===== src/rtl/nap_countdown_pkg.sv =====
// Shared types and BCD limits for the nap countdown timer and its digit cells.
// Time is carried as a packed HH:MM:SS record of six BCD nibbles.
package nap_countdown_pkg;

  typedef enum logic [2:0] {
    ST_IDLE   = 3'd0,
    ST_LOADED = 3'd1,
    ST_RUN    = 3'd2,
    ST_PAUSE  = 3'd3,
    ST_ALARM  = 3'd4
  } state_t;

  localparam logic [3:0] BCD_ONE_MAX     = 4'd9;
  localparam logic [3:0] BCD_TEN_MAX     = 4'd5;
  localparam logic [3:0] HOUR_TEN_MAX    = 4'd2;
  localparam logic [3:0] HOUR_ONE_MAX_HI = 4'd3;

  typedef struct packed {
    logic [3:0] hour_ten;
    logic [3:0] hour_one;
    logic [3:0] min_ten;
    logic [3:0] min_one;
    logic [3:0] sec_ten;
    logic [3:0] sec_one;
  } bcd_time_t;

endpackage


===== src/rtl/nap_countdown_bcd_down_digit.sv =====
// One BCD digit of the countdown borrow chain: decrements when borrowed from,
// wrapping 0 to MAX and passing the borrow on to the next-higher digit.
module bcd_down_digit
  import nap_countdown_pkg::*;
#(
  parameter logic [3:0] MAX = BCD_ONE_MAX
) (
  input  logic [3:0] value,
  input  logic       borrow_in,
  output logic [3:0] next_value,
  output logic       borrow_out
);

  always_comb begin
    next_value = value;
    borrow_out = 1'b0;
    if (borrow_in) begin
      if (value == 4'd0) begin
        next_value = MAX;
        borrow_out = 1'b1;
      end else begin
        next_value = value - 4'd1;
      end
    end
  end

endmodule


===== src/rtl/nap_countdown.sv =====
// Nap countdown timer: validates and loads an HH:MM:SS BCD time, counts it down
// once per prescaler tick with start/pause/cancel, and latches an alarm at zero.
module nap_countdown
  import nap_countdown_pkg::*;
#(
  parameter int TICK_DIV = 1000
) (
  input  logic       clk,
  input  logic       rst,
  input  logic       load,
  input  logic [3:0] hour_ten_in,
  input  logic [3:0] hour_one_in,
  input  logic [3:0] min_ten_in,
  input  logic [3:0] min_one_in,
  input  logic [3:0] sec_ten_in,
  input  logic [3:0] sec_one_in,
  input  logic       start,
  input  logic       cancel,
  input  logic       alarm_ack,
  output logic [3:0] hour_ten_out,
  output logic [3:0] hour_one_out,
  output logic [3:0] min_ten_out,
  output logic [3:0] min_one_out,
  output logic [3:0] sec_ten_out,
  output logic [3:0] sec_one_out,
  output logic       running,
  output logic       alarm,
  output logic       done,
  output logic       load_err
);

  localparam int              PS_W    = $clog2(TICK_DIV);
  localparam logic [PS_W-1:0] PS_LAST = PS_W'(TICK_DIV - 1);

  state_t          state;
  state_t          state_n;
  bcd_time_t       cur;
  bcd_time_t       cur_n;
  bcd_time_t       set_in;
  bcd_time_t       dec;
  logic [PS_W-1:0] ps;
  logic [PS_W-1:0] ps_n;
  logic            done_n;
  logic            err_n;

  logic [3:0] nxt_s1, nxt_s10, nxt_m1, nxt_m10, nxt_h1, nxt_h10;
  logic       b_s1, b_s10, b_m1, b_m10, b_h1, b_h10;

  function automatic logic load_ok(input bcd_time_t t);
    logic ones_ok;
    logic tens_ok;
    logic hours_ok;
    ones_ok  = (t.hour_one <= BCD_ONE_MAX) && (t.min_one <= BCD_ONE_MAX) &&
               (t.sec_one <= BCD_ONE_MAX);
    tens_ok  = (t.min_ten <= BCD_TEN_MAX) && (t.sec_ten <= BCD_TEN_MAX);
    hours_ok = (t.hour_ten <= HOUR_TEN_MAX) &&
               !((t.hour_ten == HOUR_TEN_MAX) && (t.hour_one > HOUR_ONE_MAX_HI));
    return ones_ok && tens_ok && hours_ok && (t != '0);
  endfunction

  assign set_in = {hour_ten_in, hour_one_in, min_ten_in, min_one_in, sec_ten_in, sec_one_in};

  // Borrow chain: the seconds-ones digit is always borrowed from on a tick.
  bcd_down_digit #(.MAX(BCD_ONE_MAX)) u_sec_one (
    .value(cur.sec_one), .borrow_in(1'b1), .next_value(nxt_s1), .borrow_out(b_s1)
  );
  bcd_down_digit #(.MAX(BCD_TEN_MAX)) u_sec_ten (
    .value(cur.sec_ten), .borrow_in(b_s1), .next_value(nxt_s10), .borrow_out(b_s10)
  );
  bcd_down_digit #(.MAX(BCD_ONE_MAX)) u_min_one (
    .value(cur.min_one), .borrow_in(b_s10), .next_value(nxt_m1), .borrow_out(b_m1)
  );
  bcd_down_digit #(.MAX(BCD_TEN_MAX)) u_min_ten (
    .value(cur.min_ten), .borrow_in(b_m1), .next_value(nxt_m10), .borrow_out(b_m10)
  );
  bcd_down_digit #(.MAX(BCD_ONE_MAX)) u_hour_one (
    .value(cur.hour_one), .borrow_in(b_m10), .next_value(nxt_h1), .borrow_out(b_h1)
  );
  bcd_down_digit #(.MAX(HOUR_TEN_MAX)) u_hour_ten (
    .value(cur.hour_ten), .borrow_in(b_h1), .next_value(nxt_h10), .borrow_out(b_h10)
  );

  assign dec = {nxt_h10, nxt_h1, nxt_m10, nxt_m1, nxt_s10, nxt_s1};

  always_comb begin
    state_n = state;
    cur_n   = cur;
    ps_n    = ps;
    done_n  = 1'b0;
    err_n   = 1'b0;
    if (cancel) begin
      state_n = ST_IDLE;
      cur_n   = '0;
      ps_n    = '0;
    end else if (load && ((state == ST_IDLE) || (state == ST_LOADED))) begin
      if (load_ok(set_in)) begin
        cur_n   = set_in;
        state_n = ST_LOADED;
      end else begin
        err_n = 1'b1;
      end
    end else begin
      unique case (state)
        ST_LOADED: begin
          if (start) begin
            state_n = ST_RUN;
            ps_n    = '0;
          end
        end
        ST_RUN: begin
          if (ps == PS_LAST) begin
            ps_n = '0;
            // An underflow out of the hour-tens digit can only mean the count
            // was already zero; treat it as expiry rather than wrapping.
            if (b_h10 || (dec == '0)) begin
              state_n = ST_ALARM;
              cur_n   = '0;
              done_n  = 1'b1;
            end else begin
              cur_n = dec;
              if (start) state_n = ST_PAUSE;
            end
          end else if (start) begin
            state_n = ST_PAUSE;
          end else begin
            ps_n = ps + PS_W'(1);
          end
        end
        ST_PAUSE: begin
          if (start) state_n = ST_RUN;
        end
        ST_ALARM: begin
          if (alarm_ack) state_n = ST_IDLE;
        end
        default: begin
        end
      endcase
    end
  end

  always_ff @(posedge clk) begin
    if (rst) begin
      state    <= ST_IDLE;
      cur      <= '0;
      ps       <= '0;
      done     <= 1'b0;
      load_err <= 1'b0;
      running  <= 1'b0;
      alarm    <= 1'b0;
    end else begin
      state    <= state_n;
      cur      <= cur_n;
      ps       <= ps_n;
      done     <= done_n;
      load_err <= err_n;
      running  <= (state_n == ST_RUN);
      alarm    <= (state_n == ST_ALARM);
    end
  end

  assign hour_ten_out = cur.hour_ten;
  assign hour_one_out = cur.hour_one;
  assign min_ten_out  = cur.min_ten;
  assign min_one_out  = cur.min_one;
  assign sec_ten_out  = cur.sec_ten;
  assign sec_one_out  = cur.sec_one;

endmodule

===== config.mk =====
export PLATFORM = sky130hd
export DESIGN_NAME = nap_countdown
export DESIGN_NICKNAME = d
export VERILOG_FILES = /design/src/rtl/nap_countdown_pkg.sv /design/src/rtl/nap_countdown_bcd_down_digit.sv /design/src/rtl/nap_countdown.sv
export SDC_FILE = /design/constraint.sdc
export NUM_CORES = 1
export LEC_CHECK = 0
export ABC_AREA = 1
export CORE_MARGIN = 10
export CORE_UTILIZATION = 55
export DETAILED_ROUTE_END_ITERATION = 8
export GPL_TIMING_DRIVEN = 0
export HOLD_SLACK_MARGIN = 0.06
export PLACE_DENSITY = 0.86
export SLEW_MARGIN = 20
export SYNTH_ARGS = -nofsm -noshare
export SYNTH_HDL_FRONTEND = slang
export SYNTH_SLANG_ARGS = --single-unit

===== constraint.sdc =====
create_clock -name clk -period 5.19 [get_ports clk]
set_input_delay 1.2975 -clock clk [delete_from_list [all_inputs] [get_ports clk]]
set_output_delay 1.2975 -clock clk [all_outputs]
set_load 0.02 [all_outputs]

==> results_tabular.tex <==
\begin{tabular}{lr}
\hline
Metric & Value \\
\hline
\multicolumn{2}{l}{\textbf{Outcome}} \\
\quad Run status & complete, no violations \\
\multicolumn{2}{l}{\textbf{Clocking}} \\
\quad Post-cts sizing count & 0 \\
\quad CTS clk-pin slew, worst paths & 0.08 ns \\
\quad Root Buffer Master & sky130\_fd\_sc\_hd\_\_clkbuf\_8 \\
\quad CTS tree & yes \\
\quad Buffers from clock root to sink, at most & 2 \\
\quad Count of clock tree sinks & slightly above 40 \\
\quad Maximum level of the CTS H-tree & 2 \\
\quad Clock network latency to the later pin of the worst-skew pair & 0.30 ns \\
\quad Quantity of hold-fixing buffers added after cts & 0 \\
\quad Number of CTS-inserted buffers & 5 \\
\quad Post-CTS setup repair buffer count & 0 \\
\multicolumn{2}{l}{\textbf{Timing}} \\
\quad Shortest clock period the worst path allows after layout & 3.477 ns \\
\quad Final critical-path share of the clock period & 0.6699 \\
\quad Worst relative slew slack & 0.6272 \\
\quad Slew at the pin closest to its max-slew limit & between 0.5 and 0.6 ns \\
\quad Final Slew Violations & 0 \\
\quad Worst Clk Skew & 0.006131 ns \\
\quad RSZ-0062 raised after global routing & false \\
\quad Final Hold Viols & 0 \\
\quad Total negative slack for setup checks & 0 ns \\
\quad Worst hold slack across all endpoints & just under 0.5 ns \\
\quad Final-report setup violation count & 0 \\
\quad Achievable Freq & 287.6 MHz \\
\multicolumn{2}{l}{\textbf{Floorplanning}} \\
\quad Count of pins on the block boundary & 58 \\
\quad Horiz. Die Dim & 89.73 um \\
\quad Core ar. & around 4700 um\^{}2 \\
\quad Die Outline Area & slightly above 8000 um\^{}2 \\
\quad Y dimension of the die & 89.73 um \\
\quad Standard-cell rows & 25 \\
\quad Initial Util & 0.5661 \\
\multicolumn{2}{l}{\textbf{Synthesis}} \\
\quad Cell taking the most area after synthesis & sky130\_fd\_sc\_hd\_\_dfxtp\_1 \\
\quad Ranking of synthesized cells by area & sky130\_fd\_sc\_hd\_\_dfxtp\_1 31\%, sky130\_fd\_sc\_hd\_\_nand2\_1 13\%, sky130\_fd\_sc\_hd\_\_a21oi\_1 10\% \\
\quad Yosys warnings & 0 \\
\quad Total nets after synthesis & about 450 \\
\quad Netlist area before placement & approximately 2700 um\^{}2 \\
\quad Number of synthesized register bits & 41 \\
\quad Number of enable flip-flop cells after synthesis & 0 \\
\quad Cell variety after synth & 39 \\
\quad Syn Inst Count & roughly 420 \\
\quad Post-synth top flop & sky130\_fd\_sc\_hd\_\_dfxtp\_1 \\
\quad Post-synth top area share & 0.3070 \\
\quad Cell types with the highest counts after synthesis & 95 x sky130\_fd\_sc\_hd\_\_nand2\_1, 54 x sky130\_fd\_sc\_hd\_\_a21oi\_1, 47 x sky130\_fd\_sc\_hd\_\_inv\_1, 42 x sky130\_fd\_sc\_hd\_\_nor2\_1, 41 x sky130\_fd\_sc\_hd\_\_dfxtp\_1 \\
\quad Post-Synthesis Mean Instance Area & roughly 6.4 um\^{}2 \\
\quad Most numerous cell in the Yosys netlist & sky130\_fd\_sc\_hd\_\_nand2\_1 \\
\quad Asr flop ratio synth & 0 \\
\quad Post-synthesis sequential area ratio & 0.3070 \\
\multicolumn{2}{l}{\textbf{Min path}} \\
\quad Number of instances on the worst hold path & 2 \\
\quad Hold/Removal Path Class & reg2reg \\
\multicolumn{2}{l}{\textbf{Pwr}} \\
\quad Switching power of the nets & around 160 uW \\
\quad Total design power & 612.8 uW \\
\quad Proportion of total power due to net switching & 0.2549 \\
\quad Relative contribution of the clock network to total power & 0.353 \\
\quad Leak Pwr & between 1 and 1.5 nW \\
\quad Power per Cell Area & 179.5 nW/um\^{}2 \\
\quad Share of power burned in combinational logic & 0.129 \\
\quad Proportion of power drawn by flip-flops and latches & 0.518 \\
\quad Internal power & about 460 uW \\
\quad Maximum ir drop on the vdd rail & 0.0001945 V \\
\multicolumn{2}{l}{\textbf{Global route}} \\
\quad Maximum number of pins on one net before global-route repair & 12 \\
\quad Overall overflow remaining after global route & 0 \\
\quad Via count of the first global-routing pass & around 2800 \\
\quad Total Routing Usage GR & 0.1890 \\
\quad Initial antenna violation count & 0 \\
\quad First-pass GRT wire length & 13150 um \\
\multicolumn{2}{l}{\textbf{Layout}} \\
\quad Post-Layout Cell Count & 552 \\
\quad Number of nets in the layout & just over 500 \\
\quad Combined area of the multi-input logic cells & 1598 um\^{}2 \\
\quad Proportion of layout cells with a drive suffix above 1 & 0.06392 \\
\quad Total inserted antenna cells & 0 \\
\quad Syn-to-layout area delta & 27.70\% \\
\quad Total area of sequential cells & approximately 820 um\^{}2 \\
\quad Layout fillers & 420 \\
\quad Final core occ & 0.7229 \\
\multicolumn{2}{l}{\textbf{Worst setup path}} \\
\quad Crit path top cell by count & sky130\_fd\_sc\_hd\_\_nand2\_1 \\
\quad Kind of end point of the critical path & register \\
\quad Worst-path fanout max & 10 \\
\quad Kind of cell with the highest combined delay on the critical path & buffers and inverters \\
\quad Cell-by-cell trace of the critical path & clkdlybuf4s50\_1 -> nor3\_1 -> nand2\_1 -> nor4\_1 -> nand4\_1 -> nand2\_1 -> nand2\_1 -> a21oi\_1 -> inv\_2 -> clkbuf\_1 -> o21ai\_0 -> a21oi\_1 \\
\quad Arrival time at the worst endpoint & between 3 and 4 ns \\
\quad FF-to-FF path depth & 18 \\
\quad CP required & 5.37 ns \\
\quad Critical Path Start Type & primary input \\
\quad Slowest stage delay, CP & approximately 0.46 ns \\
\quad Critical path's slowest cell & sky130\_fd\_sc\_hd\_\_clkdlybuf4s50\_1 \\
\quad Instance count on the critical path & 12 \\
\quad WS Path Type & in2reg \\
\quad Combined buffer and inverter count along the critical path & 3 \\
\multicolumn{2}{l}{\textbf{Detailed routing}} \\
\quad Number of nets with antenna violations after detailed routing & 0 \\
\quad \# DRC & 0 \\
\quad Detailed-route via count & approximately 3000 \\
\quad Drt initial violations & between 150 and 200 \\
\quad Final routed wire length divided by cell count & 14.35 um \\
\quad Average via count per standard cell & approximately 5.4 \\
\quad Total Wirelength & 7921 um \\
\quad Drt pass-1 iters & 5 \\
\multicolumn{2}{l}{\textbf{Placed design}} \\
\quad Number of buffer cells added on primary ports & 57 \\
\quad RePlAce Congestion & just over 0.9 \\
\quad DP Wirelength & roughly 6200 um \\
\quad Inst Count DP & 545 \\
\multicolumn{2}{l}{\textbf{Flow run}} \\
\quad Number of max-capacitance violations reported & 0 \\
\hline
\end{tabular}
layer usage:
metal / vias up / global-route usage / wire [um]
li1: 1515 / - / -
met1: 1341 / 0.2351 / 3596
met2: 98 / 0.3190 / 3705
met3: 11 / 0.04988 / 526
met4: 0 / 0.03639 / 93
met5: - / 0 / 0
cell type report:
class	instances	share of cell area
Clock buffer	7	0.02528
Tap cell	67	0.02455
Buffer	12	0.01759
Inverter	52	0.05716
Sequential cell	41	0.2404
Multi-Input combinational cell	316	0.4679
Timing Repair Buffer	57	0.1671
layout by cell type, fill, tap and decap left out, types with 7 or more instances in the layout:
cell type	instances
sky130_fd_sc_hd__nor3_1	10
sky130_fd_sc_hd__clkbuf_1	10
sky130_fd_sc_hd__dfxtp_1	41
sky130_fd_sc_hd__o21ai_0	37
sky130_fd_sc_hd__inv_1	47
sky130_fd_sc_hd__a21oi_1	54
sky130_fd_sc_hd__nand3_1	19
sky130_fd_sc_hd__nand2_1	95
sky130_fd_sc_hd__nor2_1	42
sky130_fd_sc_hd__clkdlybuf4s50_1	57
sky130_fd_sc_hd__o21ai_1	7
kinds of logic after synthesis:
kind of cell,Yosys count,share of synthesized area
fa+ha+maj,3,0.01404
flops,41,0.3070
simple gates,197,0.3468
compound gates,111,0.2204
buf+inv,64,0.09546
xor+xnor,5,0.01638
registers in the layout, indices dropped and copies added, names as in the netlist:
register      count
min_ten_out       4
state             3
min_one_out       4
sec_one_out       4
alarm             1
hour_one_out      4
load_err          1
sec_ten_out       4
running           1
hour_ten_out      4
ps               10
done              1
stage by stage:
| stage | instance area [um^2] | worst slack, ns |
|---|---|---|
| after floorplan | 2674 | 2.418 |
| after global placement | 3328 | 1.448 |
| after detailed placement | 3328 | 1.453 |
| after CTS | 3415 | 1.731 |
| after global routing | 3415 | 1.573 |
| final | 3415 | 1.713 |
power groups by stage:
stage	Sequential (mW)	Clock [mW]	Combinational, mW
5_1_grt	0.318	0.230	0.0859
3_5_place_dp	0.325	0	0.0774
2_1_floorplan	0.326	0	0.0366
3_3_place_gp	0.325	0	0.0765
6_report	0.317	0.216	0.0791
4_1_cts	0.317	0.217	0.0781
worst min-delay path, stage by stage, from the launching register on:
cell and delay [ns]:
sky130_fd_sc_hd__dfxtp_1 0.33, sky130_fd_sc_hd__inv_1 0.05, sky130_fd_sc_hd__a211oi_1 0.06
worst paths after layout:
check / from / slack, ns / to
hold reg to reg: ps[2] / 0.48 / ps[2]
setup reg to reg: sec_ten_out[0] / 2.93 / state[0]
setup / recovery: min_ten_in[2] / 1.71 / min_one_out[3]
hold / removal: ps[2] / 0.48 / ps[2]
No activity file was read; power rests on OpenSTA's default activity.
==> edit: new RTL, same settings <==
Remove the register `load_err`: a continuous assignment takes its place, so the output `load_err` follows one clock earlier.
--- a/src/rtl/nap_countdown.sv
+++ b/src/rtl/nap_countdown.sv
@@ -144,7 +144,6 @@
       cur      <= '0;
       ps       <= '0;
       done     <= 1'b0;
-      load_err <= 1'b0;
       running  <= 1'b0;
       alarm    <= 1'b0;
     end else begin
@@ -152,11 +151,12 @@
       cur      <= cur_n;
       ps       <= ps_n;
       done     <= done_n;
-      load_err <= err_n;
       running  <= (state_n == ST_RUN);
       alarm    <= (state_n == ST_ALARM);
     end
   end
+
+  assign load_err = err_n;
 
   assign hour_ten_out = cur.hour_ten;
   assign hour_one_out = cur.hour_one;
Formal check against the unedited RTL: not equivalent (a bounded check fails within 4 cycles, from zero or initial values and one cycle with rst high).
==> edit against the original RTL <==
Wire length grew 9.6%. Setup slack lost 1200 ps. Total power grew 0.81%. Synthesized area grew 2.3%. Die area grew 1.8%. Design area grew 2.0%. Clock skew shrank 1.0 ps. Sequential cell count shrank 1. Critical endpoint is now load_err. Largest power group unchanged. Highest routed layer unchanged.
==> edit: results (changes against the original RTL) <==
* Switching share of power at 0.269 (+0.0137)
* Worst Skew at 5.11 ps (-1.02 ps)
* Xor and xnor area share after synthesis at 0.0128 (-0.00357)
* Count of distinct cell types in the synthesized netlist at 40 (+2.6%)
* Mapped Nets at 459 (+1.1%)
* FF-to-FF End: running
* Origin of the worst min-delay path: ps[1]
* Transition time of the tightest slew-check pin at 616 ps (+58.4 ps)
* Worst hold path endpoint: ps[1]
* Run status: finished, final reports clean
* Most used standard cells in the synthesized netlist: 81 x nand2_1, 54 x a21oi_1, 48 x inv_1
* Fill count at 400 (-4.8%)
* Violation count after the first detailed-routing iteration at 336 (+81%)
* Combined global-route utilization of all metal layers at 0.204 (+0.0150)
* Final worst path period share at 0.909 (+0.239)
* Maximum number of pins on one net before global-route repair at 13 (+1)
* Setup slack, reg-to-reg at 2860 ps (-70 ps)
* Signal arrival time at the worst endpoint at 3420 ps (-240 ps)
* Worst reg-to-reg path cell count at 19 (+1)
* Maximum resistive drop on vdd at 178 µV (-8.7%)
* Sequential share of the synthesized area at 0.293 (-0.0142)
* Main area contributors after synthesis: dfxtp_1 29%, nand2_1 11%, a21oi_1 9.9%
* Max Fanout on Critical Path at 3 (-7)
* Fraction of final layout cells sized beyond drive strength 1 at 0.0978 (+0.0338)
* Arithmetic-cell share of the synthesized area counting full adders, half adders and majority gates at 0.0137 (-0.000315)
## edit: how the worst max path moves through the flow
stage	start	endpoint	slack (ps)
finish	sec_ten_in[2]	load_err	470
global route	sec_one_in[3]	load_err	220
CTS	sec_one_in[3]	load_err	500
detailed placement	sec_one_in[3]	load_err	510
global placement	sec_one_in[3]	load_err	540
floorplan	sec_one_in[0]	load_err	1530
## edit: power groups by stage
stage / clock, mW / combinational [mW] / sequential, mW
after floorplan: 0 / 0.0424 / 0.317
after global routing: 0.232 / 0.0965 / 0.309
final: 0.219 / 0.0894 / 0.309
after global placement: 0 / 0.0850 / 0.316
after detailed placement: 0 / 0.0869 / 0.316
after CTS: 0.218 / 0.0875 / 0.309
## edit: critical path, stage by stage
cell and delay (ps):
clkdlybuf4s50_1 480, nor2_1 180, nand3_1 120, nor4_1 230, nand4_1 170, a21oi_1 170, inv_1 80, nor2_1 90
clkdlybuf4s50_1 610
## edit: area by class of cell
class	count	area share
Buffer	13	0.0208
Inverter	54	0.0582
Multi-Input combinational cell	319	0.476
Sequential cell	40	0.230
Clock buffer	6	0.0237
Tap cell	67	0.0241
Clock inverter	2	0.00287
Timing Repair Buffer	57	0.164
## edit: per-stage QoR
stage / power, mW / hold WS, ps / area [µm²] / instances
2_1_floorplan: 0.359 / 459 / 2740 / 426
3_3_place_gp: 0.401 / 480 / 3390 / 550
3_5_place_dp: 0.403 / 489 / 3390 / 550
4_1_cts: 0.615 / 501 / 3480 / 558
5_1_grt: 0.638 / 526 / 3480 / 558
6_report: 0.618 / 499 / 3480 / 558
## edit: per-layer routing
metal | global-route usage | routed length, µm | vias to the layer above
met5 | 0 | 0 | -
met4 | 0.0703 | 227 | 0
met3 | 0.0623 | 768 | 30
met2 | 0.353 | 4230 | 169
met1 | 0.231 | 3460 | 1443
li1 | - | - | 1543
